<file path="config.mk">
export PLATFORM = sky130hd
export DESIGN_NAME = fetch_sequencer_flat
export DESIGN_NICKNAME = d
export VERILOG_FILES = /design/src/rtl/fetch_sequencer_if.sv /design/src/rtl/fetch_sequencer.sv /design/src/flat_wrapper.sv
export SDC_FILE = /design/constraint.sdc
export NUM_CORES = 1
export LEC_CHECK = 0
export BUFFER_PORTS_ARGS = -buffer_cell sky130_fd_sc_hd__buf_2
export CELL_PAD_IN_SITES_DETAIL_PLACEMENT = 1
export CELL_PAD_IN_SITES_GLOBAL_PLACEMENT = 1
export CORE_UTILIZATION = 35
export CTS_CLUSTER_DIAMETER = 30
export CTS_CLUSTER_SIZE = 24
export DETAILED_ROUTE_END_ITERATION = 10
export HOLD_SLACK_MARGIN = 0.05
export PLACE_DENSITY = 0.75
export SYNTH_ARGS = -nofsm -noshare
export SYNTH_HDL_FRONTEND = slang
export SYNTH_SLANG_ARGS = --single-unit
</file>
<file path="constraint.sdc">
create_clock -name clk -period 1.9 [get_ports clk]
set_input_delay 0.285 -clock clk [delete_from_list [all_inputs] [get_ports clk]]
set_output_delay 0.285 -clock clk [all_outputs]
set_load 0.01 [all_outputs]
</file>
<file path="src/rtl/fetch_sequencer_if.sv">
// Fetch-side bus of fetch_sequencer: ROM port, IR handshake, redirect and halt controls.
interface fetch_sequencer_if #(
    parameter int PC_W    = 8,
    parameter int INSTR_W = 16
) ();
    logic [PC_W-1:0]    pc;
    logic [INSTR_W-1:0] rom_data;
    logic [INSTR_W-1:0] ir;
    logic [PC_W-1:0]    ir_pc;
    logic               ir_valid;
    logic               ir_ready;
    logic               branch_en;
    logic               branch_rel;
    logic [PC_W-1:0]    branch_target;
    logic               halt_req;
    logic               resume;
    logic               halted;
    logic               call_en;
    logic               ret_en;
    logic               stack_err;

    modport master (
        output pc, ir, ir_pc, ir_valid, halted, stack_err,
        input  rom_data, ir_ready, branch_en, branch_rel, branch_target,
               halt_req, resume, call_en, ret_en
    );

    modport slave (
        input  pc, ir, ir_pc, ir_valid, halted, stack_err,
        output rom_data, ir_ready, branch_en, branch_rel, branch_target,
               halt_req, resume, call_en, ret_en
    );
endinterface

</file>
<file path="src/rtl/fetch_sequencer.sv">
// Instruction-fetch sequencer: PC, IR with valid/ready, redirects and halt/resume.
// Define FETCH_SEQ_CALL_EN to build in the STACK_DEPTH-entry return-address stack.
module fetch_sequencer #(
    parameter int              PC_W        = 8,
    parameter int              INSTR_W     = 16,
    parameter logic [PC_W-1:0] RESET_PC    = 8'h00,
    parameter int              STACK_DEPTH = 4
) (
    input logic             clk,
    input logic             rst,
    fetch_sequencer_if.master bus
);
    typedef enum logic [1:0] {RUN, HALT_PEND, HALT} state_t;

    state_t             state;
    logic [PC_W-1:0]    pc_q;
    logic [INSTR_W-1:0] ir_p1;
    logic [PC_W-1:0]    ir_pc_p1;
    logic               vld_p1;
    logic               halted_q;
    logic               stack_err_q;

    logic               redirect;
    logic [PC_W-1:0]    redirect_pc;
    logic               fetch_ok;

    // Branch offset is two's complement; modular addition gives the sign extension.
    function automatic logic [PC_W-1:0] rel_target(input logic [PC_W-1:0] base,
                                                   input logic signed [PC_W-1:0] off);
        return base + $unsigned(off);
    endfunction

    assign fetch_ok = !vld_p1 || bus.ir_ready;

`ifdef FETCH_SEQ_CALL_EN
    localparam int SP_W  = (STACK_DEPTH > 1) ? $clog2(STACK_DEPTH) : 1;
    localparam int CNT_W = SP_W + 1;

    logic [PC_W-1:0]  stack_mem [STACK_DEPTH];
    logic [SP_W-1:0]  sp_wr;
    logic [CNT_W-1:0] stack_cnt;
    logic             do_push;
    logic             do_pop;
    logic             err_nxt;

    function automatic logic [SP_W-1:0] idx_inc(input logic [SP_W-1:0] idx);
        return (idx == SP_W'(STACK_DEPTH - 1)) ? '0 : idx + SP_W'(1);
    endfunction

    function automatic logic [SP_W-1:0] idx_dec(input logic [SP_W-1:0] idx);
        return (idx == '0) ? SP_W'(STACK_DEPTH - 1) : idx - SP_W'(1);
    endfunction

    always_comb begin
        redirect    = 1'b0;
        redirect_pc = pc_q;
        do_push     = 1'b0;
        do_pop      = 1'b0;
        err_nxt     = 1'b0;
        if (bus.ret_en) begin
            redirect = 1'b1;
            if (stack_cnt == '0) begin
                redirect_pc = RESET_PC;
                err_nxt     = 1'b1;
            end else begin
                redirect_pc = stack_mem[idx_dec(sp_wr)];
                do_pop      = 1'b1;
            end
        end else if (bus.call_en) begin
            redirect    = 1'b1;
            redirect_pc = bus.branch_target;
            do_push     = 1'b1;
            err_nxt     = (stack_cnt == CNT_W'(STACK_DEPTH));
        end else if (bus.branch_en) begin
            redirect    = 1'b1;
            redirect_pc = bus.branch_rel ? rel_target(ir_pc_p1, bus.branch_target)
                                         : bus.branch_target;
        end
    end

    // A full stack keeps its count and overwrites the oldest slot.
    always_ff @(posedge clk or posedge rst) begin
        if (rst) begin
            sp_wr       <= '0;
            stack_cnt   <= '0;
            stack_err_q <= 1'b0;
        end else begin
            stack_err_q <= err_nxt;
            if (do_push) begin
                sp_wr <= idx_inc(sp_wr);
                if (stack_cnt != CNT_W'(STACK_DEPTH))
                    stack_cnt <= stack_cnt + CNT_W'(1);
            end else if (do_pop) begin
                sp_wr     <= idx_dec(sp_wr);
                stack_cnt <= stack_cnt - CNT_W'(1);
            end
        end
    end

    always_ff @(posedge clk) begin
        if (do_push)
            stack_mem[sp_wr] <= ir_pc_p1 + PC_W'(1);
    end
`else
    logic unused_ret;
    localparam int unused_stack_depth = STACK_DEPTH;

    assign unused_ret = bus.ret_en;

    always_comb begin
        redirect    = 1'b0;
        redirect_pc = pc_q;
        if (bus.call_en) begin
            redirect    = 1'b1;
            redirect_pc = bus.branch_target;
        end else if (bus.branch_en) begin
            redirect    = 1'b1;
            redirect_pc = bus.branch_rel ? rel_target(ir_pc_p1, bus.branch_target)
                                         : bus.branch_target;
        end
    end

    assign stack_err_q = 1'b0;
`endif

    // Redirects win in every state; one arriving outside plain RUN (or with halt_req) lands in HALT.
    always_ff @(posedge clk or posedge rst) begin
        if (rst) begin
            state    <= RUN;
            pc_q     <= RESET_PC;
            ir_p1    <= '0;
            ir_pc_p1 <= '0;
            vld_p1   <= 1'b0;
            halted_q <= 1'b0;
        end else if (redirect) begin
            pc_q   <= redirect_pc;
            vld_p1 <= 1'b0;
            if (state != RUN || bus.halt_req) begin
                state    <= HALT;
                halted_q <= 1'b1;
            end
        end else begin
            case (state)
                RUN: begin
                    if (bus.halt_req) begin
                        if (vld_p1 && bus.ir_ready)
                            vld_p1 <= 1'b0;
                        if (vld_p1) begin
                            state <= HALT_PEND;
                        end else begin
                            state    <= HALT;
                            halted_q <= 1'b1;
                        end
                    end else if (fetch_ok) begin
                        ir_p1    <= bus.rom_data;
                        ir_pc_p1 <= pc_q;
                        vld_p1   <= 1'b1;
                        pc_q     <= pc_q + PC_W'(1);
                    end
                end
                HALT_PEND: begin
                    if (!vld_p1) begin
                        state    <= HALT;
                        halted_q <= 1'b1;
                    end else if (bus.ir_ready) begin
                        vld_p1 <= 1'b0;
                    end
                end
                HALT: begin
                    if (bus.resume && !bus.halt_req) begin
                        state    <= RUN;
                        halted_q <= 1'b0;
                    end
                end
                default: state <= RUN;
            endcase
        end
    end

    assign bus.pc        = pc_q;
    assign bus.ir        = ir_p1;
    assign bus.ir_pc     = ir_pc_p1;
    assign bus.ir_valid  = vld_p1;
    assign bus.halted    = halted_q;
    assign bus.stack_err = stack_err_q;
endmodule
</file>
<file path="src/flat_wrapper.sv">
// flat-port wrapper written by rule: the top's interface ports become plain ports
module fetch_sequencer_flat 
#(
    parameter int              PC_W        = 8,
    parameter int              INSTR_W     = 16,
    parameter logic [PC_W-1:0] RESET_PC    = 8'h00,
    parameter int              STACK_DEPTH = 4
)
  (clk, rst, bus_pc, bus_ir, bus_ir_pc, bus_ir_valid, bus_halted, bus_stack_err, bus_rom_data, bus_ir_ready, bus_branch_en, bus_branch_rel, bus_branch_target, bus_halt_req, bus_resume, bus_call_en, bus_ret_en);
  fetch_sequencer_if #(.PC_W(PC_W), .INSTR_W(INSTR_W)) bus_i ();
  input logic clk;
  input logic rst;
  output wire logic [$bits(bus_i.pc)-1:0] bus_pc;
  output wire logic [$bits(bus_i.ir)-1:0] bus_ir;
  output wire logic [$bits(bus_i.ir_pc)-1:0] bus_ir_pc;
  output wire logic [$bits(bus_i.ir_valid)-1:0] bus_ir_valid;
  output wire logic [$bits(bus_i.halted)-1:0] bus_halted;
  output wire logic [$bits(bus_i.stack_err)-1:0] bus_stack_err;
  input wire logic [$bits(bus_i.rom_data)-1:0] bus_rom_data;
  input wire logic [$bits(bus_i.ir_ready)-1:0] bus_ir_ready;
  input wire logic [$bits(bus_i.branch_en)-1:0] bus_branch_en;
  input wire logic [$bits(bus_i.branch_rel)-1:0] bus_branch_rel;
  input wire logic [$bits(bus_i.branch_target)-1:0] bus_branch_target;
  input wire logic [$bits(bus_i.halt_req)-1:0] bus_halt_req;
  input wire logic [$bits(bus_i.resume)-1:0] bus_resume;
  input wire logic [$bits(bus_i.call_en)-1:0] bus_call_en;
  input wire logic [$bits(bus_i.ret_en)-1:0] bus_ret_en;
  assign bus_pc = bus_i.pc;
  assign bus_ir = bus_i.ir;
  assign bus_ir_pc = bus_i.ir_pc;
  assign bus_ir_valid = bus_i.ir_valid;
  assign bus_halted = bus_i.halted;
  assign bus_stack_err = bus_i.stack_err;
  assign bus_i.rom_data = bus_rom_data;
  assign bus_i.ir_ready = bus_ir_ready;
  assign bus_i.branch_en = bus_branch_en;
  assign bus_i.branch_rel = bus_branch_rel;
  assign bus_i.branch_target = bus_branch_target;
  assign bus_i.halt_req = bus_halt_req;
  assign bus_i.resume = bus_resume;
  assign bus_i.call_en = bus_call_en;
  assign bus_i.ret_en = bus_ret_en;
  fetch_sequencer #(.PC_W(PC_W), .INSTR_W(INSTR_W), .RESET_PC(RESET_PC), .STACK_DEPTH(STACK_DEPTH)) u_core (.clk(clk), .rst(rst), .bus(bus_i));
endmodule
</file>
* After elaboration in Yosys (flattened, before gate mapping)
Index checks and enable logic that the tools add are counted.
** Operators by class
- Multiply operators :: 0
- $lt $le $gt $ge :: 0
- Multiplexer cells :: 29
- Eq/ne operators :: 10
- Div/mod/pow operators :: 0
- Shift operators :: 0
- Reduce and logical (&&, ||, !) cells :: 17
- Add/subtract/negate cells :: 2
- Bitwise logic cells :: 2
** Operators with widths (number)
- $mux 8 :: 7
- $reduce_and 4->1 :: 4
- $mux 1 :: 13
- $mux 2 :: 6
- $add 8x1->8 const B :: 1
- $add 8x8->8 :: 1
- $ne 4x2->1 const B :: 2
- $ne 3x3->1 const B :: 2
- $pmux 2 s3 :: 1
- $reduce_bool 2->1 :: 3
- $reduce_bool 4->1 :: 1
- $ne 3x1->1 const B :: 1
- $ne 3x2->1 const B :: 1
- $pmux 1 s3 :: 1
- $reduce_and 3->1 :: 1
- $reduce_bool 3->1 :: 1
- $eq 2x1->1 const B :: 1
- $eq 2x2->1 const B :: 1
- $logic_and 1x1->1 :: 2
- $logic_not 1->1 :: 2
- $logic_not 2->1 :: 1
- $logic_or 1x1->1 :: 2
- $ne 2x1->1 const B :: 1
- $ne 2x2->1 const B :: 1
- 2 further kinds :: 3
** Storage, ports and cells
- Latch bits :: 0
- Logic and storage cells :: 66
- ROM bits :: 0
- Flip-flop bits (word level) :: 36
- Output and inout bits :: 35
- Memory bits (writable) :: 0
- Memories :: 0
- Input bits :: 33

* Longest topological paths before layout
- Depth after elaboration :: 6
- Mapped depth :: 8
- Mapped depth without buffers :: 8

* Least setup slack after synthesis
No wires, ideal clock.
- Kind :: register to register
- Start :: register u_core.ir_pc_p1[2] (netlist: u_core.bus.ir_pc[2])
- End :: register u_core.pc_q[7] (netlist: u_core.bus.pc[7])
- Data required time :: 1.818 ns
- Path buffers :: 0
- Library setup time :: 0.082 ns
- Data arrival time :: 1.779 ns
- Clock period less this slack :: 1.861 ns
- Setup slack :: 0.039 ns
- Stages on the path, launching flop included :: 7
- Cell sequence :: dfrtp_1 -> ha_1 -> a21oi_2 -> a211oi_2 -> o21a_1 -> or4_1 -> a31oi_1
** On the way
- Cells in the longest elaborated chain, start to end :: 5
** Ends and longest elaborated chain
- start: declaration :: RTL line fetch_sequencer.sv:18 : logic [PC_W-1:0] ir_pc_p1;
- start signal: assignment :: RTL line fetch_sequencer.sv:156 : ir_pc_p1 <= pc_q;
- $add 8x8->8 :: RTL line fetch_sequencer.sv:30 : return base + $unsigned(off);
- $mux 8 :: RTL line fetch_sequencer.sv:118 : redirect_pc = bus.branch_rel ? rel_target(ir_pc_p1, bus.branch_target)
- $mux 8 :: RTL line fetch_sequencer.sv:116 : end else if (bus.branch_en) begin
- $mux 8 :: RTL line fetch_sequencer.sv:113 : if (bus.call_en) begin
- $mux 8 :: RTL line fetch_sequencer.sv:135 : end else if (redirect) begin
- end signal: assignment :: RTL line fetch_sequencer.sv:136 : pc_q <= redirect_pc;
- end signal: assignment :: RTL line fetch_sequencer.sv:158 : pc_q <= pc_q + PC_W'(1);
- end: declaration :: RTL line fetch_sequencer.sv:16 : logic [PC_W-1:0] pc_q;
Every way passes these cells. The select of a mux whose other input is x is not followed.
A chain may end at the register's enable or synchronous reset.

* Final worst setup path
Same ends and word-level chain as after synthesis.

==> out/results.md <==
- finished with violations — outcome
- negative setup slack — violations in the final reports
- 2 — buffers from clock root to sink, at most
- 0 — initial antenna violation count
- 2.12 ns — endpoint required time on the critical path
- 100% — async set-or-reset flop fraction in the synthesized netlist
- 980 nW/um^2 — power density of the placed cells
- 1,732 — number of global-route vias before repair
- 2040 um^2 — Cell Area, Synth
- register — endpoint type of the worst setup path
- sky130_fd_sc_hd__clkbuf_8 — buffer type at the clock tree root
- 0.000435 V — Max rail drop VDD
- 0 — sum of buffers and inverters on the critical path
- -0.0135 ns — Total Negative Setup Slacks
- 15.3 um — average wire per standard cell
- 0.47 ns — largest stage delay on the critical path
- reg -> reg — critical setup path kind
- 0.00817 ns — largest clock skew in the final design
- 36.7% — effective utilization at floorplan
- simple AND/OR/NAND/NOR gates — delay-heaviest family, CP
- 0 — fin. max-slew vios
- 0 — number of design rule violations left after detail routing
- 0 — residual antenna-violating net count after detailed routing
- 2 — Clock H-tree levels
- 68 — number of ports placed on the die boundary
- 11.7 um^2 — Avg Inst Size Synth
- 8440 um — wire length of the first global-routing pass
- sky130_fd_sc_hd__dfrtp_1, sky130_fd_sc_hd__mux2_4, sky130_fd_sc_hd__ha_1 — top area cells in the synthesized netlist
- 321 — number of cells after detailed placement
- 0 — number of enable-type register cells in the synthesized netlist
- 6150 um^2 — die outline area
- 0 — number of antenna repair diodes
- 5080 um — final routed wirelength across all metal layers
- 1.37 nW — leakage power figure
- 2710 um^2 — final instance area
- 65 — buffers added on ports
- 36 — count of state elements after synthesis
- u_core.bus.pc[7] — worst r2r dst
- sky130_fd_sc_hd__buf_2, sky130_fd_sc_hd__dfrtp_1, sky130_fd_sc_hd__mux2_4 — most used cells in the layout excluding fill and tap cells
- 2550 um^2 — DP Area
- 175 — number of standard cells after synthesis
- true — unrepaired setup endpoints after global routing
- 6 — cells on worst reg2reg path
- register — Setup crit start kind
- sky130_fd_sc_hd__dfrtp_1 — flip-flop cell with the highest count after synthesis
- 17.7% — global-route usage over all layers
- 5.00 — via-per-instance ratio
- 217 — net count after synthesis
- 0.523 GHz — maximum operating frequency
- sky130_fd_sc_hd__or4_1 — Critical Path Slowest Stage Cell
- 0.815 — routability congestion estimate
- 0 — hold violation count in the final report
- 333 — post-route insts no fill
- 5570 um^2 — Core Box Area
- 101% — Final Cycle Share
- 0.29 ns — insertion delay of the later-clocked pin in the worst-skew pair
- 78.4 um — Horiz. Die Dim
- 5 — number of buffers added by the clock tree synthesis step
- 5 — total iterations of the first detailed-routing run
- -0.0135 ns — slack of the critical path
- sky130_fd_sc_hd__buf_2 — leading cell type in the layout, fill and taps excluded
- 0 — yosys synthesis warning count
- 0.0914 ns — hold slack final
- 4 — largest fanout of any net on the critical path
- sky130_fd_sc_hd__dfrtp_1 — biggest area consumer among synthesized cells
- 0.08 ns — clock-pin slew on the worst setup and hold paths
- in -> async — min-delay worst type
- 44.1% — part of the Yosys area used for sequential elements
- -0.01 ns — flop2flop setup slack
- 37 — pin count of the biggest net entering global routing
- 3830 um — dpl hpwl
- 0 — Congestion Overflow GR
- 1 — total of endpoints with negative setup slack in the final report
- 78.4 um — die boundary height
- 48 — 1st-iter DRT viols
- 36 — TritonCTS Sinks
- 48 — distinct cell type count after synthesis
- 47.9% — share of cells above drive strength 1
- 27 — row count
- 44.1% — post-synth top area share
- 1,664 — via count
- 32.4% — Area growth syn-to-layout
- 302 — Final #Nets
- u_core.bus.ir_pc[2] — launch instance of the worst register-to-register path
- 1.91 ns — crit path time final
- done — clock tree from TritonCTS
- 637 — total of fill cells in the finished design
- ha_4, nand3_4, a211oi_2, nor3_1, or4_1, a31oi_1 — CP cell instances
- 2.13 ns — critical path arrival
- 0 — max cap viols
[worst max path at each step]
stage                         startpoint          endpoint  cells after the start
floorplan            u_core.bus.ir_pc[2]  u_core.bus.pc[7]                      6
global placement    bus_branch_target[2]  u_core.bus.pc[7]                      7
detailed placement  bus_branch_target[2]  u_core.bus.pc[7]                      7
CTS                  u_core.bus.ir_pc[2]  u_core.bus.pc[7]                      6
global route         u_core.bus.ir_pc[2]  u_core.bus.pc[7]                      7
finish               u_core.bus.ir_pc[2]  u_core.bus.pc[7]                      6
[area by class of cell]
| class | count | area (um^2) | share of cell area (%) |
|---|---|---|---|
| clock buffer | 6 | 82.6 | 3.05 |
| timing repair buffer | 85 | 488 | 18.0 |
| clock inverter | 2 | 10.0 | 0.370 |
| tap | 72 | 90.1 | 3.33 |
| sequential | 36 | 901 | 33.3 |
| multi-input combinational | 126 | 1110 | 41.1 |
| inverter | 6 | 22.5 | 0.833 |
[routing by layer]
layer  vias to the layer above  share of wire [%]  track usage, %
met5                         -                  0               0
met4                         0               0.94            5.00
met3                         5                3.6            2.91
met2                        39                 50            30.5
met1                       823                 45            22.8
li1                        797                  -               -
[per-stage QoR]
| step | power (mW) | setup WS, ns | util, % |
|---|---|---|---|
| floorplan | 1.62 | 0.0388 | - |
| global placement | 1.98 | -0.0323 | 45.7 |
| detailed placement | 2.02 | -0.0624 | 45.7 |
| CTS | 2.65 | -0.0142 | 47.8 |
| global route | 2.83 | -0.118 | 48.5 |
| finish | 2.65 | -0.0135 | 48.5 |
[cells in the mapped netlist (2+ instances only)]
master	number
sky130_fd_sc_hd__a211oi_1	5
sky130_fd_sc_hd__a21o_1	2
sky130_fd_sc_hd__a21oi_1	13
sky130_fd_sc_hd__buf_6	2
sky130_fd_sc_hd__clkbuf_1	4
sky130_fd_sc_hd__dfrtp_1	36
sky130_fd_sc_hd__ha_1	8
sky130_fd_sc_hd__inv_1	6
sky130_fd_sc_hd__mux2_1	4
sky130_fd_sc_hd__mux2_4	20
sky130_fd_sc_hd__mux2i_1	2
sky130_fd_sc_hd__nand2_1	11
sky130_fd_sc_hd__nand4_1	2
sky130_fd_sc_hd__nor2_1	7
sky130_fd_sc_hd__nor2b_1	3
sky130_fd_sc_hd__nor3_1	5
sky130_fd_sc_hd__nor4_1	3
sky130_fd_sc_hd__o21a_1	2
sky130_fd_sc_hd__o21ai_0	3
sky130_fd_sc_hd__o21ai_1	2
sky130_fd_sc_hd__o22a_1	2
sky130_fd_sc_hd__o31a_1	2
sky130_fd_sc_hd__xnor2_1	2
sky130_fd_sc_hd__xor2_1	5
[flip-flops by register name, summed over array words and instances (netlist names)]
| register | count |
|---|---|
| u_core.bus.halted | 1 |
| u_core.bus.ir | 16 |
| u_core.bus.ir_pc | 8 |
| u_core.bus.ir_valid | 1 |
| u_core.bus.pc | 8 |
| u_core.state | 2 |
[what timing repair did]
action | CTS | global route
hold buffers | 0 | 0
pin swaps | 0 | 3
setup endpoints to repair | 2 | 3
gates resized for setup | 4 | 3
buffers inserted | 0 | 4
[cell families after synthesis]
logic type / after synthesis / synth area share (%)
buffers and inverters: 13 / 3.31
flip-flops: 36 / 44.1
AO/OA/AOI/OAI: 38 / 12.3
XOR/XNOR: 7 / 3.00
other: 1 / 0.184
multiplexers: 26 / 17.9
adder cells (fa/ha/maj): 9 / 5.88
AND/OR/NAND/NOR: 45 / 13.4
[power by group]
part / total [mW] / internal, mW / switching [mW]
registers: 1.05 / 0.928 / 0.122
clock network: 0.581 / 0.290 / 0.292
logic: 1.02 / 0.561 / 0.459
[worst min-delay path: stages]
cell                    delay (ns)
sky130_fd_sc_hd__buf_2        0.09
sky130_fd_sc_hd__inv_1        0.04
sky130_fd_sc_hd__buf_4        0.41
Power figures use the tool's default switching activity.
